$ cat src/rtl/scdaq_pkg.sv
// Shared types and constants for the Single Channel DAQ readout sequencer.
// Contents: sequencer state encoding, the CFG address of the MODE word, and
// the trigger MODE encodings.
package scdaq_pkg;

  // Sequencer states of one acquisition cycle
  typedef enum logic [2:0] {
    IDLE     = 3'd0,
    CFG_REQ  = 3'd1,
    CFG_DONE = 3'd2,
    RDO_REQ  = 3'd3,
    RDO_REL  = 3'd4,
    OUT      = 3'd5,
    RDO_FIN  = 3'd6
  } state_e;

  // CFG address holding the trigger MODE word
  localparam int unsigned MODE_ADDR  = 0;

  // Trigger MODE encodings
  localparam int unsigned MODE_NOTRG = 0;

endpackage : scdaq_pkg

$ cat src/rtl/scdaq_ack_timer.sv
// Acknowledge watchdog shared by all handshake wait states.
// Ports:
//   clk, rst  - clock, synchronous active-high reset
//   load      - clear the count (asserted on every state change)
//   en        - count this cycle (sequencer is waiting on an Ack edge)
//   expire_c  - combinational: this is the TIMEOUT-th waiting cycle
module scdaq_ack_timer #(
  parameter int unsigned TIMEOUT = 255
) (
  input  logic clk,
  input  logic rst,
  input  logic load,
  input  logic en,
  output logic expire_c
);

  localparam int unsigned CW = $clog2(TIMEOUT + 1);

  logic [CW-1:0] cnt_q, cnt_d;

  // Count waiting cycles, saturating at TIMEOUT
  always_comb begin
    cnt_d = cnt_q;
    if (load) begin
      cnt_d = '0;
    end else if (en && (cnt_q != CW'(TIMEOUT))) begin
      cnt_d = cnt_q + CW'(1);
    end
  end

  // Independent of load so the sequencer's next-state logic has no loop
  assign expire_c = en && (cnt_q == CW'(TIMEOUT - 1));

  always_ff @(posedge clk) begin
    if (rst) begin
      cnt_q <= '0;
    end else begin
      cnt_q <= cnt_d;
    end
  end

endmodule : scdaq_ack_timer

$ cat src/rtl/scdaq_readout_ctrl.sv
// One full acquisition cycle on the Single Channel DAQ: write the MODE word
// over CFG, read NSAMPLES samples over the four-phase RDO handshake, stream
// each sample out on a valid/ready port, then pulse RDO_Done.
// Ports:
//   Clock, Reset                 - 50 MHz clock, synchronous active-high reset
//   Start, Mode                  - cycle start pulse and MODE word (IDLE only)
//   CFG_Req/WREn/Add/D/Done/Ack  - configuration write handshake
//   RDO_Req/Add/Done/Ack/Q       - sample readout handshake
//   Smp_Valid/Last/Data/Index/Ready - sample stream
//   Busy, Error                  - cycle in progress, sticky Ack timeout
module scdaq_readout_ctrl
  import scdaq_pkg::*;
#(
  parameter int unsigned NSAMPLES     = 128,
  parameter int unsigned PRECISION    = 14,
  parameter int unsigned RDO_ADD_BLEN = 7,
  parameter int unsigned CFG_ADD_BLEN = 10,
  parameter int unsigned ACK_TIMEOUT  = 255
) (
  input  logic                    Clock,
  input  logic                    Reset,
  input  logic                    Start,
  input  logic [PRECISION-1:0]    Mode,
  output logic                    CFG_Req,
  output logic                    CFG_WREn,
  output logic                    CFG_Done,
  output logic [CFG_ADD_BLEN-1:0] CFG_Add,
  output logic [PRECISION-1:0]    CFG_D,
  input  logic                    CFG_Ack,
  output logic                    RDO_Req,
  output logic                    RDO_Done,
  output logic [RDO_ADD_BLEN-1:0] RDO_Add,
  input  logic                    RDO_Ack,
  input  logic [PRECISION-1:0]    RDO_Q,
  output logic                    Smp_Valid,
  output logic                    Smp_Last,
  output logic [PRECISION-1:0]    Smp_Data,
  output logic [RDO_ADD_BLEN-1:0] Smp_Index,
  input  logic                    Smp_Ready,
  output logic                    Busy,
  output logic                    Error
);

  localparam logic [RDO_ADD_BLEN-1:0] LAST_IDX = RDO_ADD_BLEN'(NSAMPLES - 1);

  state_e                  state_q, state_d;
  logic [RDO_ADD_BLEN-1:0] idx_q, idx_d;
  logic [PRECISION-1:0]    cfg_data_q, cfg_data_d;
  logic [PRECISION-1:0]    smp_data_q, smp_data_d;
  logic [RDO_ADD_BLEN-1:0] smp_index_q, smp_index_d;
  logic [RDO_ADD_BLEN-1:0] rdo_add_q, rdo_add_d;
  logic error_q, error_d;
  logic busy_q, busy_d;
  logic cfg_req_q, cfg_req_d;
  logic cfg_done_q, cfg_done_d;
  logic rdo_req_q, rdo_req_d;
  logic rdo_done_q, rdo_done_d;
  logic smp_valid_q, smp_valid_d;
  logic smp_last_q, smp_last_d;

  logic wait_c;
  logic load_c;
  logic expire_c;

  // Waiting on an Ack edge: the only cycles the watchdog may count
  assign wait_c = ((state_q == CFG_REQ) && !CFG_Ack) ||
                  ((state_q == RDO_REQ) && !RDO_Ack) ||
                  ((state_q == RDO_REL) &&  RDO_Ack);
  assign load_c = (state_d != state_q);

  scdaq_ack_timer #(
    .TIMEOUT (ACK_TIMEOUT)
  ) u_ack_timer (
    .clk      (Clock),
    .rst      (Reset),
    .load     (load_c),
    .en       (wait_c),
    .expire_c (expire_c)
  );

  // Next state, datapath, and registered outputs decoded from the next state
  always_comb begin
    state_d     = state_q;
    idx_d       = idx_q;
    cfg_data_d  = cfg_data_q;
    smp_data_d  = smp_data_q;
    smp_index_d = smp_index_q;
    error_d     = error_q;

    unique case (state_q)
      IDLE: begin
        if (Start) begin
          state_d    = CFG_REQ;
          cfg_data_d = Mode;
          error_d    = 1'b0;
        end
      end
      CFG_REQ: begin
        if (CFG_Ack) begin
          state_d = CFG_DONE;
        end else if (expire_c) begin
          state_d = CFG_DONE;
          error_d = 1'b1;
        end
      end
      CFG_DONE: begin
        idx_d = '0;
        // Error here can only come from this cycle's CFG timeout
        state_d = error_q ? IDLE : RDO_REQ;
      end
      RDO_REQ: begin
        if (RDO_Ack) begin
          state_d     = RDO_REL;
          smp_data_d  = RDO_Q;
          smp_index_d = idx_q;
        end else if (expire_c) begin
          state_d = RDO_FIN;
          error_d = 1'b1;
        end
      end
      RDO_REL: begin
        if (!RDO_Ack) begin
          state_d = OUT;
        end else if (expire_c) begin
          state_d = RDO_FIN;
          error_d = 1'b1;
        end
      end
      OUT: begin
        if (Smp_Ready) begin
          if (idx_q == LAST_IDX) begin
            state_d = RDO_FIN;
          end else begin
            idx_d   = idx_q + RDO_ADD_BLEN'(1);
            state_d = RDO_REQ;
          end
        end
      end
      RDO_FIN: begin
        state_d = IDLE;
      end
      default: begin
        state_d = IDLE;
      end
    endcase

    busy_d      = (state_d != IDLE);
    cfg_req_d   = (state_d == CFG_REQ);
    cfg_done_d  = (state_d == CFG_DONE);
    rdo_req_d   = (state_d == RDO_REQ);
    rdo_done_d  = (state_d == RDO_FIN);
    smp_valid_d = (state_d == OUT);
    smp_last_d  = (state_d == OUT) && (idx_d == LAST_IDX);
    rdo_add_d   = idx_d;
  end

  always_ff @(posedge Clock) begin
    if (Reset) begin
      state_q     <= IDLE;
      idx_q       <= '0;
      cfg_data_q  <= PRECISION'(MODE_NOTRG);
      smp_data_q  <= '0;
      smp_index_q <= '0;
      rdo_add_q   <= '0;
      error_q     <= 1'b0;
      busy_q      <= 1'b0;
      cfg_req_q   <= 1'b0;
      cfg_done_q  <= 1'b0;
      rdo_req_q   <= 1'b0;
      rdo_done_q  <= 1'b0;
      smp_valid_q <= 1'b0;
      smp_last_q  <= 1'b0;
    end else begin
      state_q     <= state_d;
      idx_q       <= idx_d;
      cfg_data_q  <= cfg_data_d;
      smp_data_q  <= smp_data_d;
      smp_index_q <= smp_index_d;
      rdo_add_q   <= rdo_add_d;
      error_q     <= error_d;
      busy_q      <= busy_d;
      cfg_req_q   <= cfg_req_d;
      cfg_done_q  <= cfg_done_d;
      rdo_req_q   <= rdo_req_d;
      rdo_done_q  <= rdo_done_d;
      smp_valid_q <= smp_valid_d;
      smp_last_q  <= smp_last_d;
    end
  end

  assign CFG_Req   = cfg_req_q;
  assign CFG_WREn  = cfg_req_q;
  assign CFG_Done  = cfg_done_q;
  assign CFG_Add   = CFG_ADD_BLEN'(MODE_ADDR);
  assign CFG_D     = cfg_data_q;
  assign RDO_Req   = rdo_req_q;
  assign RDO_Done  = rdo_done_q;
  assign RDO_Add   = rdo_add_q;
  assign Smp_Valid = smp_valid_q;
  assign Smp_Last  = smp_last_q;
  assign Smp_Data  = smp_data_q;
  assign Smp_Index = smp_index_q;
  assign Busy      = busy_q;
  assign Error     = error_q;

endmodule : scdaq_readout_ctrl

$ cat config.mk
export PLATFORM = sky130hd
export DESIGN_NAME = scdaq_readout_ctrl
export DESIGN_NICKNAME = d
export VERILOG_FILES = /design/src/rtl/scdaq_pkg.sv /design/src/rtl/scdaq_ack_timer.sv /design/src/rtl/scdaq_readout_ctrl.sv
export SDC_FILE = /design/constraint.sdc
export NUM_CORES = 1
export LEC_CHECK = 0
export ABC_AREA = 1
export CORE_ASPECT_RATIO = 0.5
export CORE_MARGIN = 1.5
export CORE_UTILIZATION = 36
export CTS_BUF_LIST = sky130_fd_sc_hd__clkbuf_4
export CTS_CLUSTER_DIAMETER = 100
export DETAILED_ROUTE_END_ITERATION = 7
export PLACE_DENSITY = 0.66
export SLEW_MARGIN = 20
export SYNTH_ARGS = -nofsm -noshare
export SYNTH_HDL_FRONTEND = slang
export SYNTH_SLANG_ARGS = --single-unit
$ cat constraint.sdc
create_clock -name Clock -period 3.15 [get_ports Clock]
set_input_delay 0.7875 -clock Clock [delete_from_list [all_inputs] [get_ports Clock]]
set_output_delay 0.7875 -clock Clock [all_outputs]
set_load 0.02 [all_outputs]
==> impl.org <==
** Critical path
- In this run the critical register-to-register path is launched from state_q[1]$_SDFF_PP0_.
- Data on the critical path arrives at its endpoint at roughly 1600 ps.
- Crit path largest cell delay :: ~660 ps
- Worst Path Buf+Inv :: 1
- The worst register-to-register path has a depth of 11.
- In this run the worst path has a maximum fanout of 8.
- For the worst setup path, the data required time is 2360 ps.
- For this design, the slowest cell found on the critical path is sky130_fd_sc_hd__clkdlybuf4s50_1.
- The signal on the critical path passes through clkdlybuf4s50_1.
- Grouping stages by cell kind, the critical path spends the most delay in buffers and inverters.
- Startpoint type of the worst setup path :: flip-flop
- Category of the worst setup path capture point :: output port
- Tracing the worst setup path back leads to its startpoint at RDO_Add[4]$_SDFF_PP0_.
- Total number of cells along the worst setup path :: 1
- The worst setup path is of the flip-flop to output port kind.
- For flop-to-flop paths, the worst setup slack is 1080 ps.

** Clock network
- Post-CTS repair changed the size of 0 cells.
- H-tree depth reported by CTS :: 3
- Hold repair after CTS inserted 0 buffers.
- Clock transition at path regs :: 90 ps
- CTS tree :: yes
- CTS root buf :: sky130_fd_sc_hd__clkbuf_4
- CTS buffer count :: 9
- Post-CTS setup repair buffer count :: 0
- The clock passes through at most 2 buffers.
- Later-pin clock latency in the skew report :: roughly 410 ps
- The clock drives 61 sinks.

** Yosys
- After Yosys synthesis, and, or, nand and nor cells account for 31.33% of the synthesized area.
- By area, the combinational part of the netlist is dominated by simple AND/OR/NAND/NOR gates.
- Multiplexer fraction of the synthesized cell area :: 0.8257%
- Yosys attributes the largest share of cell area to sky130_fd_sc_hd__dfxtp_1, sky130_fd_sc_hd__nand2_1, sky130_fd_sc_hd__a21oi_1.
- Synthesized area per cell :: approximately 7.3 um2
- In this run the biggest area consumer among cell types represents between 40 and 50% of the synthesized area.
- Summing the areas of all xor and xnor instances in the mapped netlist gives under 10% of the synthesized area.
- Number of enable flip-flop cells after synthesis :: 0
- Async S/R FF share, synth :: 0%
- Cell Area, Synth :: around 2700 um2
- The synthesized design contains 61 register bits.
- Primary FF master, synth :: sky130_fd_sc_hd__dfxtp_1
- Summed over all instances, the cell type with the most area after synthesis is sky130_fd_sc_hd__dfxtp_1.
- In the post-synthesis netlist, the cell with the most instances is sky130_fd_sc_hd__nand2_1.
- Yosys printed 0 warnings.
- Sequential cell area fraction in the yosys report :: 44.77%
- Summing the areas of all compound-gate instances in the mapped netlist gives 9.220% of the synthesized area.
- The number of different library cells used by synthesis comes to 29.
- Sorting the synthesized cells by how often they occur yields sky130_fd_sc_hd__nand2_1, sky130_fd_sc_hd__dfxtp_1, sky130_fd_sc_hd__a21oi_1, sky130_fd_sc_hd__inv_1, sky130_fd_sc_hd__nand3_1.
- After Yosys synthesis, full adders, half adders and majority gates account for about 1.4% of the synthesized area.
- Synthesized instance count :: 374

** Hold path
- Beginning of the worst hold path :: Smp_Data[13]$_SDFFE_PP0P_
- Worst hold path stage count :: 2
- The tightest min-delay check is of the flip-flop to flip-flop type.

** STA
- The number of slew-limit violations in the final report came to 0.
- At the pin with the least slew margin, the transition time is 571.6 ps.
- The final critical path takes up 75.02% of the cycle.
- The hold violation total from the final report came to 0.
- The smallest clock period supported by the final layout is computed as 2363 ps.
- Adding up every negative setup slack in the final design gives 0 ps.
- Final setup violating endpoints :: 0
- Peak clock frequency supported by timing :: 423.2 MHz
- Worst slew margin relative to its limit :: between 60% and 70%
- Maximum clock skew at final layout :: 11.66 ps
- Setup repair after global routing missed its margin :: false

** Placement
- Cell Count Post-Placement :: 544
- Detailed placement finished with a half-perimeter wire length of between 4000 and 5000 um.
- Final weighted congestion of routability-driven global placement :: 0.8776
- Count of buffers from port buffering :: 84

** Pwr
- The internal portion of the total power is 0.001066 W.
- Of the total power, the clock network draws 27.7%.
- For this design the static power due to leakage is ~1.4 nW.
- Net switching is 28.61% of the power.
- In this run, flip-flops and latches consume 54.5% of the power.
- Summed over all nets, the switching power comes to 0.0004273 W.
- Total power density per cell area :: between 400 and 500 nW/um2
- The share of total power dissipated in combinational logic is 17.9%.
- VDD sags by at most roughly 0.18 mV.

** Die
- Number of placement rows :: 22
- Pin placement for this block handled 95 I/O pins.
- For this configuration, the core starts out at a cell density of 37.25%.
- The die covers 8140 um2.
- The die is 64.55 um tall.
- Overall die width :: 126.1 um
- Area of the core :: 7322 um2

** Flow run
- Max capacitance violation total :: 0

** Detailed routing
- Total Routed Length :: 6741 um
- The routed layout has 2555 vias.
- ANT nets after route :: 0
- Remaining routing DRC violations :: 0
- DR vias/cell :: about 4.6
- The first detailed-routing pass took 6 iterations.
- First-iteration detailed-routing DRC count :: 143
- In the final routed layout, each cell accounts on average for 12.08 um.

** GRT
- The initial antenna violation count was 0.
- Entering global routing, the biggest net connects 46 pins.
- GRT Resource Usage Total :: between 15 and 20%
- Total congestion overflow :: 0
- Vias in the first global route :: 2298
- The first global-routing pass estimated 10870 um of wire.

** Cells and area
- Layout-stage area growth over the synthesis result :: 36.38%
- Cells with a size suffix above 1 make up 7.359% of the layout.
- Diode insertion count for antenna repair :: 0
- # nets final :: between 400 and 500
- The finished layout holds 558 standard cells, fillers aside.
- Utilization of the core after routing :: 50.80%

** Outcome
- The flow ran to the end, and the final reports show no timing, DRC or antenna violations.
metrics by stage:
stage	area (um2)	setup slack [ps]	power (W)	hold WS (ps)
final	3720	786.8	0.001494	465.0
after global routing	3720	706.4	0.001582	479.8
after CTS	3720	745.0	0.001521	469.1
after detailed placement	3627	709.1	0.001099	453.6
after global placement	3627	788.3	0.001099	448.4
after floorplan	2761	1428	0.0009903	518.5
worst reg2reg max path: cells and delay by family (launching register included):
kind	cells	cell delay [ps]
flip-flops	1	480
AND/OR/NAND/NOR	11	1510
layer usage:
| metal | track usage, % | vias to the layer above | share of wire (%) |
|---|---|---|---|
| li1 | - | 1348 | - |
| met4 | 6.897 | 0 | 0.27 |
| met1 | 21.37 | 1140 | 48 |
| met5 | 0 | - | 0 |
| met3 | 5.780 | 3 | 5.1 |
| met2 | 27.75 | 64 | 47 |
layout by cell type (no fill, tap or decap):
cell	n
sky130_fd_sc_hd__xnor2_1	3
sky130_fd_sc_hd__nor2_1	34
sky130_fd_sc_hd__nand2_2	5
sky130_fd_sc_hd__clkdlybuf4s50_1	84
sky130_fd_sc_hd__buf_4	5
sky130_fd_sc_hd__nand2_1	95
sky130_fd_sc_hd__nand3_2	3
sky130_fd_sc_hd__nor3_2	1
sky130_fd_sc_hd__o211ai_1	1
sky130_fd_sc_hd__nand2_4	1
sky130_fd_sc_hd__nor2_2	2
sky130_fd_sc_hd__o21ai_0	7
sky130_fd_sc_hd__xor2_1	4
sky130_fd_sc_hd__nand4_1	3
sky130_fd_sc_hd__a21oi_1	39
sky130_fd_sc_hd__clkinv_1	2
sky130_fd_sc_hd__nor4_1	2
sky130_fd_sc_hd__a211oi_1	1
sky130_fd_sc_hd__nor2_4	2
sky130_fd_sc_hd__conb_1	10
sky130_fd_sc_hd__nor3_1	4
sky130_fd_sc_hd__inv_1	38
sky130_fd_sc_hd__nand3_1	36
sky130_fd_sc_hd__mux2_2	2
sky130_fd_sc_hd__nand4_4	1
sky130_fd_sc_hd__ha_1	3
sky130_fd_sc_hd__clkbuf_4	10
sky130_fd_sc_hd__dfxtp_1	61
sky130_fd_sc_hd__clkinv_2	2
sky130_fd_sc_hd__o22ai_1	1
cells by family (layout without fill, tap and decap cells):
| logic type | Yosys count | count (layout) |
|---|---|---|
| other cells | 1 | 10 |
| mux | 2 | 2 |
| fa+ha+maj | 3 | 3 |
| compound gates | 49 | 49 |
| buf+inv | 62 | 141 |
| flops | 61 | 61 |
| xor+xnor | 7 | 7 |
| simple gates | 189 | 189 |
power by group through the flow:
| stage | clock network, W | registers, W | logic, W |
|---|---|---|---|
| finish | 0.000413 | 0.000813 | 0.000267 |
| global route | 0.000474 | 0.000817 | 0.000291 |
| CTS | 0.000439 | 0.000813 | 0.000269 |
| detailed placement | 0 | 0.000831 | 0.000268 |
| global placement | 0 | 0.000831 | 0.000269 |
| floorplan | 0 | 0.000858 | 0.000133 |
final cells by class:
class	count	area [um2]
Sequential cell	61	1221
Inverter	38	142.6
Timing Repair Buffer	89	878.3
Tap cell	96	120.1
Clock inverter	4	17.52
Multi-Input combinational cell	260	1265
Clock buffer	10	75.07
Fill cell	722	3602
state kept, by name, summed over array words and instances (netlist names), 3 cells and up:
name / cells
CFG_D: 14
state_q: 3
RDO_Add: 7
u_ack_timer.cnt_q: 8
Smp_Data: 14
Smp_Index: 7
path summary, 6_finish.rpt:
check                                 endpoint
min reg2reg          Smp_Data[13]$_SDFFE_PP0P_
max reg2reg  u_ack_timer.cnt_q[4]$_SDFFE_PP0P_
max                                 RDO_Add[4]
min                  Smp_Data[13]$_SDFFE_PP0P_
Power figures use the tool's default switching activity.
